<file path="src/rtl/uart_pkg.sv">
// Shared UART definitions: character width and the tx-side FIFO drain states.
package uart_pkg;

    localparam int unsigned UART_DATA_W = 8;

    typedef enum logic [1:0] {
        IDLE      = 2'd0,
        LAUNCH    = 2'd1,
        WAIT_ACT  = 2'd2,
        WAIT_IDLE = 2'd3
    } tx_fifo_state_e;

endpackage

</file>
<file path="src/rtl/uart_tx_fifo_if.sv">
// Producer write handshake plus the uart_tx hookup and status of uart_tx_fifo.
interface uart_tx_fifo_if
    import uart_pkg::*;
#(
    parameter int unsigned DATA_W = UART_DATA_W,
    parameter int unsigned DEPTH  = 16
);
    localparam int unsigned ADDR_W = $clog2(DEPTH);

    logic [DATA_W-1:0] wr_data_i;
    logic              wr_valid_i;
    logic              wr_ready_o;
    logic              tx_start_o;
    logic [DATA_W-1:0] tx_data_o;
    logic              tx_active_i;
    logic              tx_done_i;
    logic [ADDR_W:0]   level_o;
    logic              empty_o;
    logic              full_o;
    logic [15:0]       sent_cnt_o;

    modport master (
        output wr_data_i, wr_valid_i, tx_active_i, tx_done_i,
        input  wr_ready_o, tx_start_o, tx_data_o, level_o, empty_o, full_o, sent_cnt_o
    );

    modport slave (
        input  wr_data_i, wr_valid_i, tx_active_i, tx_done_i,
        output wr_ready_o, tx_start_o, tx_data_o, level_o, empty_o, full_o, sent_cnt_o
    );

endinterface

</file>
<file path="src/rtl/uart_sync_fifo.sv">
// Circular synchronous FIFO: storage, wrapping pointers and registered level/flags.
module uart_sync_fifo #(
    parameter  int unsigned DATA_W = 8,
    parameter  int unsigned DEPTH  = 16,
    localparam int unsigned ADDR_W = $clog2(DEPTH),
    localparam int unsigned LVL_W  = ADDR_W + 1
) (
    input  logic              clk,
    input  logic              resetn,
    input  logic              push,
    input  logic [DATA_W-1:0] wr_data,
    input  logic              pop,
    output logic [DATA_W-1:0] rd_data_c,
    output logic [LVL_W-1:0]  level,
    output logic              empty,
    output logic              full
);

    logic [DATA_W-1:0] mem [DEPTH];
    logic [ADDR_W-1:0] wr_ptr;
    logic [ADDR_W-1:0] rd_ptr;
    logic [LVL_W-1:0]  level_nxt;
    logic              do_push;
    logic              do_pop;

    // A full FIFO refuses writes even if a pop lands in the same cycle.
    assign do_push = push & ~full;
    assign do_pop  = pop & ~empty;

    always_comb begin
        level_nxt = level;
        if (do_push && !do_pop) begin
            level_nxt = level + LVL_W'(1);
        end else if (!do_push && do_pop) begin
            level_nxt = level - LVL_W'(1);
        end
    end

    always_ff @(posedge clk or negedge resetn) begin
        if (!resetn) begin
            wr_ptr <= '0;
            rd_ptr <= '0;
            level  <= '0;
            empty  <= 1'b1;
            full   <= 1'b0;
        end else begin
            if (do_push) wr_ptr <= wr_ptr + ADDR_W'(1);
            if (do_pop)  rd_ptr <= rd_ptr + ADDR_W'(1);
            level <= level_nxt;
            empty <= (level_nxt == LVL_W'(0));
            full  <= (level_nxt == LVL_W'(DEPTH));
        end
    end

    // Storage is not reset; stale entries are unreachable through the pointers.
    always_ff @(posedge clk) begin
        if (do_push) mem[wr_ptr] <= wr_data;
    end

    assign rd_data_c = mem[rd_ptr];

endmodule

</file>
<file path="src/rtl/uart_tx_fifo.sv">
// Buffers producer bytes and feeds them to uart_tx one start pulse at a time.
module uart_tx_fifo
    import uart_pkg::*;
#(
    parameter  int unsigned DATA_W = UART_DATA_W,
    parameter  int unsigned DEPTH  = 16,
    localparam int unsigned ADDR_W = $clog2(DEPTH)
) (
    input logic           clk,
    input logic           resetn,
    uart_tx_fifo_if.slave bus
);

    tx_fifo_state_e    state;
    tx_fifo_state_e    state_nxt;
    logic              tx_start;
    logic              tx_start_nxt;
    logic [DATA_W-1:0] tx_data;
    logic [DATA_W-1:0] tx_data_nxt;
    logic [15:0]       sent_cnt;
    logic [15:0]       sent_cnt_nxt;
    logic              pop;
    logic [DATA_W-1:0] rd_data;
    logic [ADDR_W:0]   level;
    logic              empty;
    logic              full;
    logic              unused_done;

    // Completion is taken from the falling edge of active, not from done.
    assign unused_done = bus.tx_done_i;

    uart_sync_fifo #(
        .DATA_W (DATA_W),
        .DEPTH  (DEPTH)
    ) u_fifo (
        .clk       (clk),
        .resetn    (resetn),
        .push      (bus.wr_valid_i),
        .wr_data   (bus.wr_data_i),
        .pop       (pop),
        .rd_data_c (rd_data),
        .level     (level),
        .empty     (empty),
        .full      (full)
    );

    always_ff @(posedge clk or negedge resetn) begin
        if (!resetn) begin
            state    <= IDLE;
            tx_start <= 1'b0;
            tx_data  <= '0;
            sent_cnt <= '0;
        end else begin
            state    <= state_nxt;
            tx_start <= tx_start_nxt;
            tx_data  <= tx_data_nxt;
            sent_cnt <= sent_cnt_nxt;
        end
    end

    // LAUNCH pops the head byte and registers start/data together for one cycle.
    always_comb begin
        state_nxt    = state;
        tx_start_nxt = 1'b0;
        tx_data_nxt  = tx_data;
        sent_cnt_nxt = sent_cnt;
        pop          = 1'b0;
        case (state)
            IDLE: begin
                if (!empty && !bus.tx_active_i) state_nxt = LAUNCH;
            end
            LAUNCH: begin
                pop          = 1'b1;
                tx_start_nxt = 1'b1;
                tx_data_nxt  = rd_data;
                sent_cnt_nxt = sent_cnt + 16'd1;
                state_nxt    = WAIT_ACT;
            end
            WAIT_ACT: begin
                if (bus.tx_active_i) state_nxt = WAIT_IDLE;
            end
            WAIT_IDLE: begin
                if (!bus.tx_active_i) state_nxt = IDLE;
            end
            default: state_nxt = IDLE;
        endcase
    end

    assign bus.wr_ready_o = ~full;
    assign bus.tx_start_o = tx_start;
    assign bus.tx_data_o  = tx_data;
    assign bus.level_o    = level;
    assign bus.empty_o    = empty;
    assign bus.full_o     = full;
    assign bus.sent_cnt_o = sent_cnt;

endmodule

</file>
<file path="src/flat_wrapper.sv">
// flat-port wrapper written by rule: the top's interface ports become plain ports
module uart_tx_fifo_flat import uart_pkg::*;
#(
    parameter  int unsigned DATA_W = UART_DATA_W,
    parameter  int unsigned DEPTH  = 16,
    localparam int unsigned ADDR_W = $clog2(DEPTH)
)
  (clk, resetn, bus_wr_data_i, bus_wr_valid_i, bus_tx_active_i, bus_tx_done_i, bus_wr_ready_o, bus_tx_start_o, bus_tx_data_o, bus_level_o, bus_empty_o, bus_full_o, bus_sent_cnt_o);
  uart_tx_fifo_if #(.DATA_W(DATA_W), .DEPTH(DEPTH)) bus_i ();
  input logic clk;
  input logic resetn;
  input wire logic [$bits(bus_i.wr_data_i)-1:0] bus_wr_data_i;
  input wire logic [$bits(bus_i.wr_valid_i)-1:0] bus_wr_valid_i;
  input wire logic [$bits(bus_i.tx_active_i)-1:0] bus_tx_active_i;
  input wire logic [$bits(bus_i.tx_done_i)-1:0] bus_tx_done_i;
  output wire logic [$bits(bus_i.wr_ready_o)-1:0] bus_wr_ready_o;
  output wire logic [$bits(bus_i.tx_start_o)-1:0] bus_tx_start_o;
  output wire logic [$bits(bus_i.tx_data_o)-1:0] bus_tx_data_o;
  output wire logic [$bits(bus_i.level_o)-1:0] bus_level_o;
  output wire logic [$bits(bus_i.empty_o)-1:0] bus_empty_o;
  output wire logic [$bits(bus_i.full_o)-1:0] bus_full_o;
  output wire logic [$bits(bus_i.sent_cnt_o)-1:0] bus_sent_cnt_o;
  assign bus_i.wr_data_i = bus_wr_data_i;
  assign bus_i.wr_valid_i = bus_wr_valid_i;
  assign bus_i.tx_active_i = bus_tx_active_i;
  assign bus_i.tx_done_i = bus_tx_done_i;
  assign bus_wr_ready_o = bus_i.wr_ready_o;
  assign bus_tx_start_o = bus_i.tx_start_o;
  assign bus_tx_data_o = bus_i.tx_data_o;
  assign bus_level_o = bus_i.level_o;
  assign bus_empty_o = bus_i.empty_o;
  assign bus_full_o = bus_i.full_o;
  assign bus_sent_cnt_o = bus_i.sent_cnt_o;
  uart_tx_fifo #(.DATA_W(DATA_W), .DEPTH(DEPTH)) u_core (.clk(clk), .resetn(resetn), .bus(bus_i));
endmodule
</file>
<file path="config.mk">
export PLATFORM = sky130hd
export DESIGN_NAME = uart_tx_fifo_flat
export DESIGN_NICKNAME = d
export VERILOG_FILES = /design/src/rtl/uart_pkg.sv /design/src/rtl/uart_tx_fifo_if.sv /design/src/rtl/uart_sync_fifo.sv /design/src/rtl/uart_tx_fifo.sv /design/src/flat_wrapper.sv
export SDC_FILE = /design/constraint.sdc
export NUM_CORES = 1
export LEC_CHECK = 0
export BUFFER_PORTS_ARGS = -buffer_cell sky130_fd_sc_hd__buf_2
export CORE_UTILIZATION = 60
export DETAILED_ROUTE_END_ITERATION = 10
export PLACE_DENSITY = 0.79
export SETUP_SLACK_MARGIN = 0.4
export SYNTH_ARGS = -nofsm -noshare
export SYNTH_HDL_FRONTEND = slang
export SYNTH_SLANG_ARGS = --single-unit
</file>
<file path="constraint.sdc">
create_clock -name clk -period 2.4 [get_ports clk]
set_input_delay 0.24 -clock clk [delete_from_list [all_inputs] [get_ports clk]]
set_output_delay 0.24 -clock clk [all_outputs]
set_load 0.02 [all_outputs]
</file>
==> metrics.log, run 1 <==
INFO  metric status = complete, no violations
INFO  metric cp-startpoint = u_core.u_fifo.full
INFO  metric netlist.top_cell.by_area = sky130_fd_sc_hd__edfxtp_1
INFO  metric critical-path-top-delay-family = simple AND/OR/NAND/NOR gates
INFO  metric synth_compound_area_share = around 3.1%
INFO  metric r2r-end = u_core.u_fifo.mem[8][7]
INFO  metric total_number_of_clock_tree_sinks = 170
INFO  metric synth.top_cell.area_share = 55.5%
INFO  metric grt.overflow.total = 0
INFO  metric synth-edff-count = about 130
INFO  metric synth_seq_area_share = a little over two thirds
INFO  metric vias_in_the_first_global_route = roughly 3500
INFO  metric synth_async_sr_flop_share = 24.7%
INFO  metric viasPerCell = between 6 and 7
INFO  metric clock_tree.buffer_depth = 2
INFO  metric drc = 0
INFO  metric cell_rows = 38
INFO  metric placed_cell_area = about 7300 um^2
INFO  metric synth.area.mux_share = 13.0%
INFO  metric timing.final.crit_period = roughly 1.9 ns
INFO  metric holdCritPathClass = in -> reg
INFO  metric launch_point_of_the_worst_reg_to_reg_path = u_core.u_fifo.full
INFO  metric cts_root_buffer = sky130_fd_sc_hd__clkbuf_16
INFO  metric gp_congestion = 0.840
INFO  metric power.density_cell_area = about 1200 nW/um^2
INFO  metric clock-skew-final = 0.00633 ns
INFO  metric cts_inserted_buffers = 17
INFO  metric cts_tree = built
INFO  metric final_net_count = 466
INFO  metric clk_pin_slew = roughly 0.06 ns
INFO  metric avgSynthCellArea = approximately 18 um^2
INFO  metric worst_r2r_path_cells = 3
INFO  metric core-area = between 10000 and 15000 um^2
INFO  metric final_core_util = roughly 72%
INFO  metric first_iter_violations = 294
INFO  metric first_pass_grt_wire_length = 19.5 mm
INFO  metric static-leakage-power = just under 3 nW
INFO  metric timing.critical_path.to_type = flop
INFO  metric dp_hpwl = ~7.8 mm
INFO  metric syn-num-nets = roughly 400
INFO  metric path_cells = nand2b_1 > nor3b_1 > and2_2
INFO  metric timing_worst_slew_pin_value = 0.657 ns
INFO  metric rsz0062_at_grt = true
INFO  metric antenna_violations_before_repair = 0
INFO  metric critical-path-max-stage-delay = 0.50 ns
INFO  metric parity_gate_share_of_the_synthesized_area_counting_xor_and_xnor_cells = 3.16%
INFO  metric initial_core_util = 62.7%
INFO  metric grt_max_degree = 28
INFO  metric critical_path_depth = 3
INFO  metric area_growth_syn_to_layout = 14.9%
INFO  metric number_of_synthesized_register_bits = 170
INFO  metric timing.critical_path.buf_inv = 0
INFO  metric track_usage = a little under a quarter
INFO  metric r2r_setup_slack = between 0.4 and 0.5 ns
INFO  metric fin_area = a little under 8000 um^2
INFO  metric ys_types = 36
INFO  metric synth_fa_ha_area_share = 2.35%
INFO  metric cts-htree-levels = 4
INFO  metric setup_viol_count_final = 0
INFO  metric post_synth_and_or_nand_nor_area_fraction = 5.57%
INFO  metric clkLatencyLatePin = ~0.42 ns
INFO  metric timing.max_slew.rel_slack = between 50 and 60%
INFO  metric crit_required = 2.50 ns
INFO  metric drt_wl_total = ~13 mm
INFO  metric syn-cell-area = ~7000 um^2
INFO  metric route.vias.total = approximately 3600
INFO  metric die_h = between 100 and 150 um
INFO  metric postSynth.topFlopCell = sky130_fd_sc_hd__edfxtp_1
INFO  metric final-max-slew-violation-count = 0
INFO  metric critical-path-slowest-cell = sky130_fd_sc_hd__nor3b_1
INFO  metric critical_path_arrival = a little over 2 ns
INFO  metric synth_cells = approximately 380
INFO  metric worst_ir_drop_on_vdd = ~0.80 mV
INFO  metric setup.worst_path.start_class = flop
INFO  metric first_pass_iters = 4
INFO  metric dominant_combinational_cell_family_by_area_after_synthesis = multiplexers
INFO  metric wl_per_cell = 21.9 um
INFO  metric die_width = around 110 um
INFO  metric drive_above_1_share = between 20 and 30%
INFO  metric finalHoldViolCount = 0
INFO  metric die-area = 12000 um^2
INFO  metric timing.max_cap.violations = 0
INFO  metric timing_worst_setup_path_type = reg -> reg
INFO  metric clock.fmax = 0.519 GHz
INFO  metric antenna_violating_nets_post_route = 0
INFO  metric timing.setup.tns = 0 ns
INFO  metric io_buffer_count = 44
INFO  metric worst_path_fanout_max = 8
INFO  metric critical_path.endpoint = u_core.u_fifo.mem[8][7]
INFO  metric yosys_warnings = 0
INFO  metric finalCritPeriodShare = between 80% and 90%
INFO  metric ys_top_cells_by_area = sky130_fd_sc_hd__edfxtp_1 (56%), sky130_fd_sc_hd__dfrtp_1 (15%), sky130_fd_sc_hd__mux4_1 (6.8%), sky130_fd_sc_hd__mux4_2 (4.6%), sky130_fd_sc_hd__xnor2_1 (2.5%)
INFO  metric antennaDiodeCount = 0
INFO  metric hold_start = bus_tx_active_i
INFO  metric io-pin-count = 46
==> metrics by stage <==
step | power (mW) | setup WS [ns] | hold WS (ns) | instances
detailed placement | 6.87 | 0.388 | 0.292 | 559
CTS | 9.70 | 0.407 | 0.172 | 592
finish | 9.73 | 0.472 | 0.198 | 593
floorplan | 6.12 | 0.587 | -0.0556 | 383
global placement | 6.77 | 0.445 | 0.282 | 559
global route | 10.2 | 0.325 | 0.208 | 593
==> registers in the layout, indices dropped and copies added, names as in the netlist <==
name                   count
u_core.u_fifo.rd_ptr       4
u_core.u_fifo.level        5
u_core.u_fifo.empty        1
u_core.bus.sent_cnt_o     16
u_core.bus.tx_data_o       8
u_core.u_fifo.wr_ptr       4
u_core.u_fifo.mem        128
u_core.bus.tx_start_o      1
u_core.state               2
u_core.u_fifo.full         1
==> worst register-to-register path, delay by kind of cell, from the launching register on <==
kind | cells | cell delay (ns)
DFF | 1 | 0.40
and+or+nand+nor | 3 | 1.19
==> layout by cell type, fill, tap and decap left out, types with 2 or more instances in the layout <==
| cell | instances |
|---|---|
| sky130_fd_sc_hd__mux4_1 | 18 |
| sky130_fd_sc_hd__inv_1 | 8 |
| sky130_fd_sc_hd__nand2b_1 | 2 |
| sky130_fd_sc_hd__a22oi_1 | 3 |
| sky130_fd_sc_hd__xor2_1 | 5 |
| sky130_fd_sc_hd__and3_1 | 5 |
| sky130_fd_sc_hd__nand2_1 | 16 |
| sky130_fd_sc_hd__a21oi_1 | 10 |
| sky130_fd_sc_hd__mux4_2 | 14 |
| sky130_fd_sc_hd__clkbuf_16 | 17 |
| sky130_fd_sc_hd__dfrtp_1 | 40 |
| sky130_fd_sc_hd__nand4_1 | 5 |
| sky130_fd_sc_hd__o22ai_1 | 17 |
| sky130_fd_sc_hd__and2_1 | 8 |
| sky130_fd_sc_hd__clkinv_2 | 3 |
| sky130_fd_sc_hd__bufinv_16 | 3 |
| sky130_fd_sc_hd__nor3_1 | 3 |
| sky130_fd_sc_hd__buf_2 | 44 |
| sky130_fd_sc_hd__clkinvlp_4 | 4 |
| sky130_fd_sc_hd__edfxtp_1 | 128 |
| sky130_fd_sc_hd__nor2_1 | 8 |
| sky130_fd_sc_hd__nand3_1 | 7 |
| sky130_fd_sc_hd__clkbuf_8 | 3 |
| sky130_fd_sc_hd__mux2_2 | 10 |
| sky130_fd_sc_hd__and2_2 | 8 |
| sky130_fd_sc_hd__o21ai_0 | 4 |
| sky130_fd_sc_hd__ha_1 | 12 |
| sky130_fd_sc_hd__xnor2_1 | 20 |
| sky130_fd_sc_hd__buf_4 | 7 |
| sky130_fd_sc_hd__nor2b_1 | 2 |
==> layer usage <==
layer | routed length [um] | part of all wire, % | GRT usage [%]
met5 | 0 | 0 | 0
met4 | 257 | 2.0 | 9.52
met3 | 669 | 5.1 | 5.57
met2 | 6600 | 51 | 37.2
met1 | 5480 | 42 | 31.6
==> what timing repair did <==
action,CTS,global route
hold buffers,1,0
gates resized for setup,5,12
endpoints found under the hold margin,25,0
buffers inserted,0,1
endpoints found under the setup margin,26,50
pin swaps,0,2
==> how the worst min path moves through the flow <==
stage / endpoint / cells after the start / slack [ns]
CTS: u_core.state[0] / 3 / 0.17
finish: u_core.state[0] / 3 / 0.20
global route: u_core.u_fifo.mem[9][1] / 1 / 0.21
detailed placement: u_core.bus.tx_data_o[4] / 1 / 0.29
global placement: u_core.bus.tx_data_o[2] / 1 / 0.28
floorplan: u_core.bus.sent_cnt_o[0] / 0 / -0.06
==> synthesized netlist by cell type, types with 6 or more instances <==
cell                       number
sky130_fd_sc_hd__edfxtp_1     128
sky130_fd_sc_hd__dfrtp_1       41
sky130_fd_sc_hd__xnor2_1       20
sky130_fd_sc_hd__mux4_1        18
sky130_fd_sc_hd__o22ai_1       17
sky130_fd_sc_hd__and2_1        16
sky130_fd_sc_hd__nand2_1       16
sky130_fd_sc_hd__mux4_2        14
sky130_fd_sc_hd__ha_1          13
sky130_fd_sc_hd__a21oi_1       10
sky130_fd_sc_hd__mux2_2        10
sky130_fd_sc_hd__nor2_1         9
sky130_fd_sc_hd__inv_1          8
sky130_fd_sc_hd__nand3_1        7
sky130_fd_sc_hd__buf_2          6
==> cells by family (layout without fill, tap and decap cells) <==
family / Yosys count / count (layout)
adders and majority gates: 13 / 13
buffers and inverters: 24 / 94
DFF: 170 / 170
muxes: 42 / 42
xor gates and xnor gates: 25 / 25
AOI/OAI and AO/OA: 36 / 36
and+or+nand+nor: 73 / 73
==> final cells by class <==
cell class | instances | area [um^2]
multi-input cells | 189 | 1920
fillers | 666 | 3080
clock inverters | 11 | 144
clock buffers | 21 | 470
well taps | 140 | 175
inverters | 8 | 30.0
flip-flops and latches | 170 | 4900
repair buffers | 54 | 314
==> where the power goes <==
group	internal, mW	total (mW)	switching, mW
sequential	3.68	4.04	0.363
combinational	1.29	2.89	1.61
clock	1.71	2.80	1.08
No activity file was read; power rests on OpenSTA's default activity.
==> run 2: changes to the inputs <==
clock period = 1.8 ns   (was 2.4 ns; I/O delays follow)
==> metrics.log, run 2 (synthesized netlist as in run 1, its figures left out) <==
INFO  metric number_of_placed_instances_with_taps_included = ~560
INFO  metric first_pass_grt_wire_length = 21.2 mm
INFO  metric clock-skew-final = between 0.015 and 0.02 ns
INFO  metric worst_path_fanout_max = 8
INFO  metric timing.max_slew.rel_slack = 63.2%
INFO  metric initial_core_util = a little over three fifths
INFO  metric core-area = 11000 um^2
INFO  metric largest_register_by_flop_count = u_core.u_fifo.mem
INFO  metric setup_viol_count_final = 0
INFO  metric cts_inserted_buffers = 17
INFO  metric clock.fmax = ~0.57 GHz
INFO  metric cp-startpoint = u_core.u_fifo.rd_ptr[2]
INFO  metric grt_max_degree = 43
INFO  metric total_number_of_clock_tree_sinks = 170
INFO  metric rsz0062_at_grt = true
INFO  metric cts_root_buffer = sky130_fd_sc_hd__clkbuf_16
INFO  metric wl_per_cell = approximately 23 um
INFO  metric io-pin-count = 46
INFO  metric io_buffer_count = 44
INFO  metric most-common-layout-cells = sky130_fd_sc_hd__edfxtp_1 (128), sky130_fd_sc_hd__buf_2 (43), sky130_fd_sc_hd__dfrtp_1 (37), sky130_fd_sc_hd__mux4_2 (29), sky130_fd_sc_hd__buf_4 (21)
INFO  metric holdCritPathClass = in -> reg
INFO  metric clock_tree.buffer_depth = 2
INFO  metric final_common_cell = sky130_fd_sc_hd__edfxtp_1
INFO  metric drt_wl_total = between 10 and 15 mm
INFO  metric largest_register_ff_count = roughly 130
INFO  metric worst_ir_drop_on_vdd = approximately 1.3 mV
INFO  metric final_cell_count_no_fill = a little over 600
INFO  metric first_iter_violations = around 370
INFO  metric status = complete, no violations
INFO  metric critical-path-slowest-cell = sky130_fd_sc_hd__mux4_2
INFO  metric finalCritPeriodShare = between 90% and 100%
INFO  metric die-area = about 12000 um^2
INFO  metric grt.overflow.total = 0
INFO  metric drive_above_1_share = 46.0%
INFO  metric final_net_count = ~500
INFO  metric setup.worst_path.start_class = flop
INFO  metric antenna_violations_before_repair = 0
INFO  metric first_pass_iters = 4
INFO  metric clk_pin_slew = approximately 0.070 ns
INFO  metric cts-htree-levels = 4
INFO  metric viasPerCell = approximately 6.0
INFO  metric path_cells = buf_6 > buf_12 > mux4_2 > mux2_4 > o22ai_2 > a21oi_2
INFO  metric route.vias.total = 3757
INFO  metric crit_required = approximately 2.1 ns
INFO  metric vias_in_the_first_global_route = approximately 3800
INFO  metric finalHoldViolCount = 0
INFO  metric timing.critical_path.to_type = flop
INFO  metric hold_start = bus_wr_data_i[5]
INFO  metric die_width = 109 um
INFO  metric antenna_violating_nets_post_route = 0
INFO  metric critical_path_arrival = a little over 2 ns
INFO  metric final-max-slew-violation-count = 0
INFO  metric gp_congestion = 0.798
INFO  metric timing_worst_setup_path_type = reg -> reg
INFO  metric cell_rows = 38
INFO  metric drc = 0
INFO  metric clkLatencyLatePin = roughly 0.43 ns
INFO  metric antennaDiodeCount = 0
INFO  metric area_growth_syn_to_layout = 23.6%
INFO  metric timing.max_cap.violations = 0
INFO  metric cts_tree = built
INFO  metric track_usage = 25.9%
INFO  metric power.density_cell_area = approximately 1700 nW/um^2
INFO  metric launch_point_of_the_worst_reg_to_reg_path = u_core.u_fifo.rd_ptr[2]
INFO  metric critical-path-max-stage-delay = 0.53 ns
INFO  metric static-leakage-power = roughly 3.2 nW
INFO  metric timing.setup.tns = 0 ns
INFO  metric die_h = around 110 um
INFO  metric timing.final.crit_period = 1.74 ns
INFO  metric dp_hpwl = 8.16 mm
INFO  metric timing_worst_slew_pin_value = roughly 0.55 ns
## run 2: final timing paths
path | endpoint | slack [ns] | depth (start not counted)
setup / recovery | u_core.bus.tx_data_o[0] | 0.06 | 6
hold / removal | u_core.u_fifo.mem[9][5] | 0.14 | 1
setup reg to reg | u_core.bus.tx_data_o[0] | 0.06 | 6
hold reg to reg | u_core.bus.sent_cnt_o[15] | 0.47 | 1
max in group asynchronous | u_core.u_fifo.full | 1.01 | 3
min in group asynchronous | u_core.bus.tx_data_o[1] | 0.37 | 3
## run 2: repair_timing
action | CTS | global route
gates resized for setup | 36 | 36
endpoints found under the hold margin | 41 | 0
endpoints found under the setup margin | 158 | 158
pin swaps | 10 | 12
buffers inserted | 16 | 8
cloned | 2 | 0
hold buffers | 1 | 0
## run 2: per-layer routing
metal	part of all wire [%]	track usage, %	vias up
met5	0	0	-
met4	1.0	9.52	0
met3	6.1	5.75	11
met2	54	42.8	145
met1	39	34.1	1934
li1	-	-	1667
## run 2: area by class of cell
type | count | area (um^2)
timing repair buffer | 84 | 696
clock buffer | 18 | 429
multi-input combinational | 189 | 2180
tap | 140 | 175
clock inverter | 14 | 136
sequential | 170 | 4900
fill | 562 | 2470
inverter | 8 | 37.5
## run 2: metrics by stage
| step | hold WS, ns | util, % | power (mW) | setup WS, ns | cell area [um^2] |
|---|---|---|---|---|---|
| after floorplan | -0.116 | - | 8.49 | 0.0888 | 7020 |
| after global routing | 0.129 | 77.6 | 15.1 | -0.0156 | 8560 |
| final | 0.136 | 77.6 | 14.5 | 0.0588 | 8560 |
| after detailed placement | 0.290 | 67.4 | 9.69 | -0.0479 | 7430 |
| after CTS | 0.123 | 75.6 | 14.0 | 0.0779 | 8340 |
| after global placement | 0.285 | 67.4 | 9.49 | 0.0111 | 7430 |
## run 2: worst max-delay path, delay by kind of cell (launching register included)
family          cells  cell delay (ns)
mux                 2             0.82
compound gates      2             0.14
buf+inv             2             0.25
flops               1             0.42
## run 2: report_power, final
part           internal (mW)  switching (mW)  total (mW)  leakage (nW)
Clock                   1.93            1.53        3.47         0.271
Sequential              4.91           0.525        5.43          1.67
Combinational           2.83            2.78        5.61          1.23
Total                   9.67            4.84        14.5          3.17
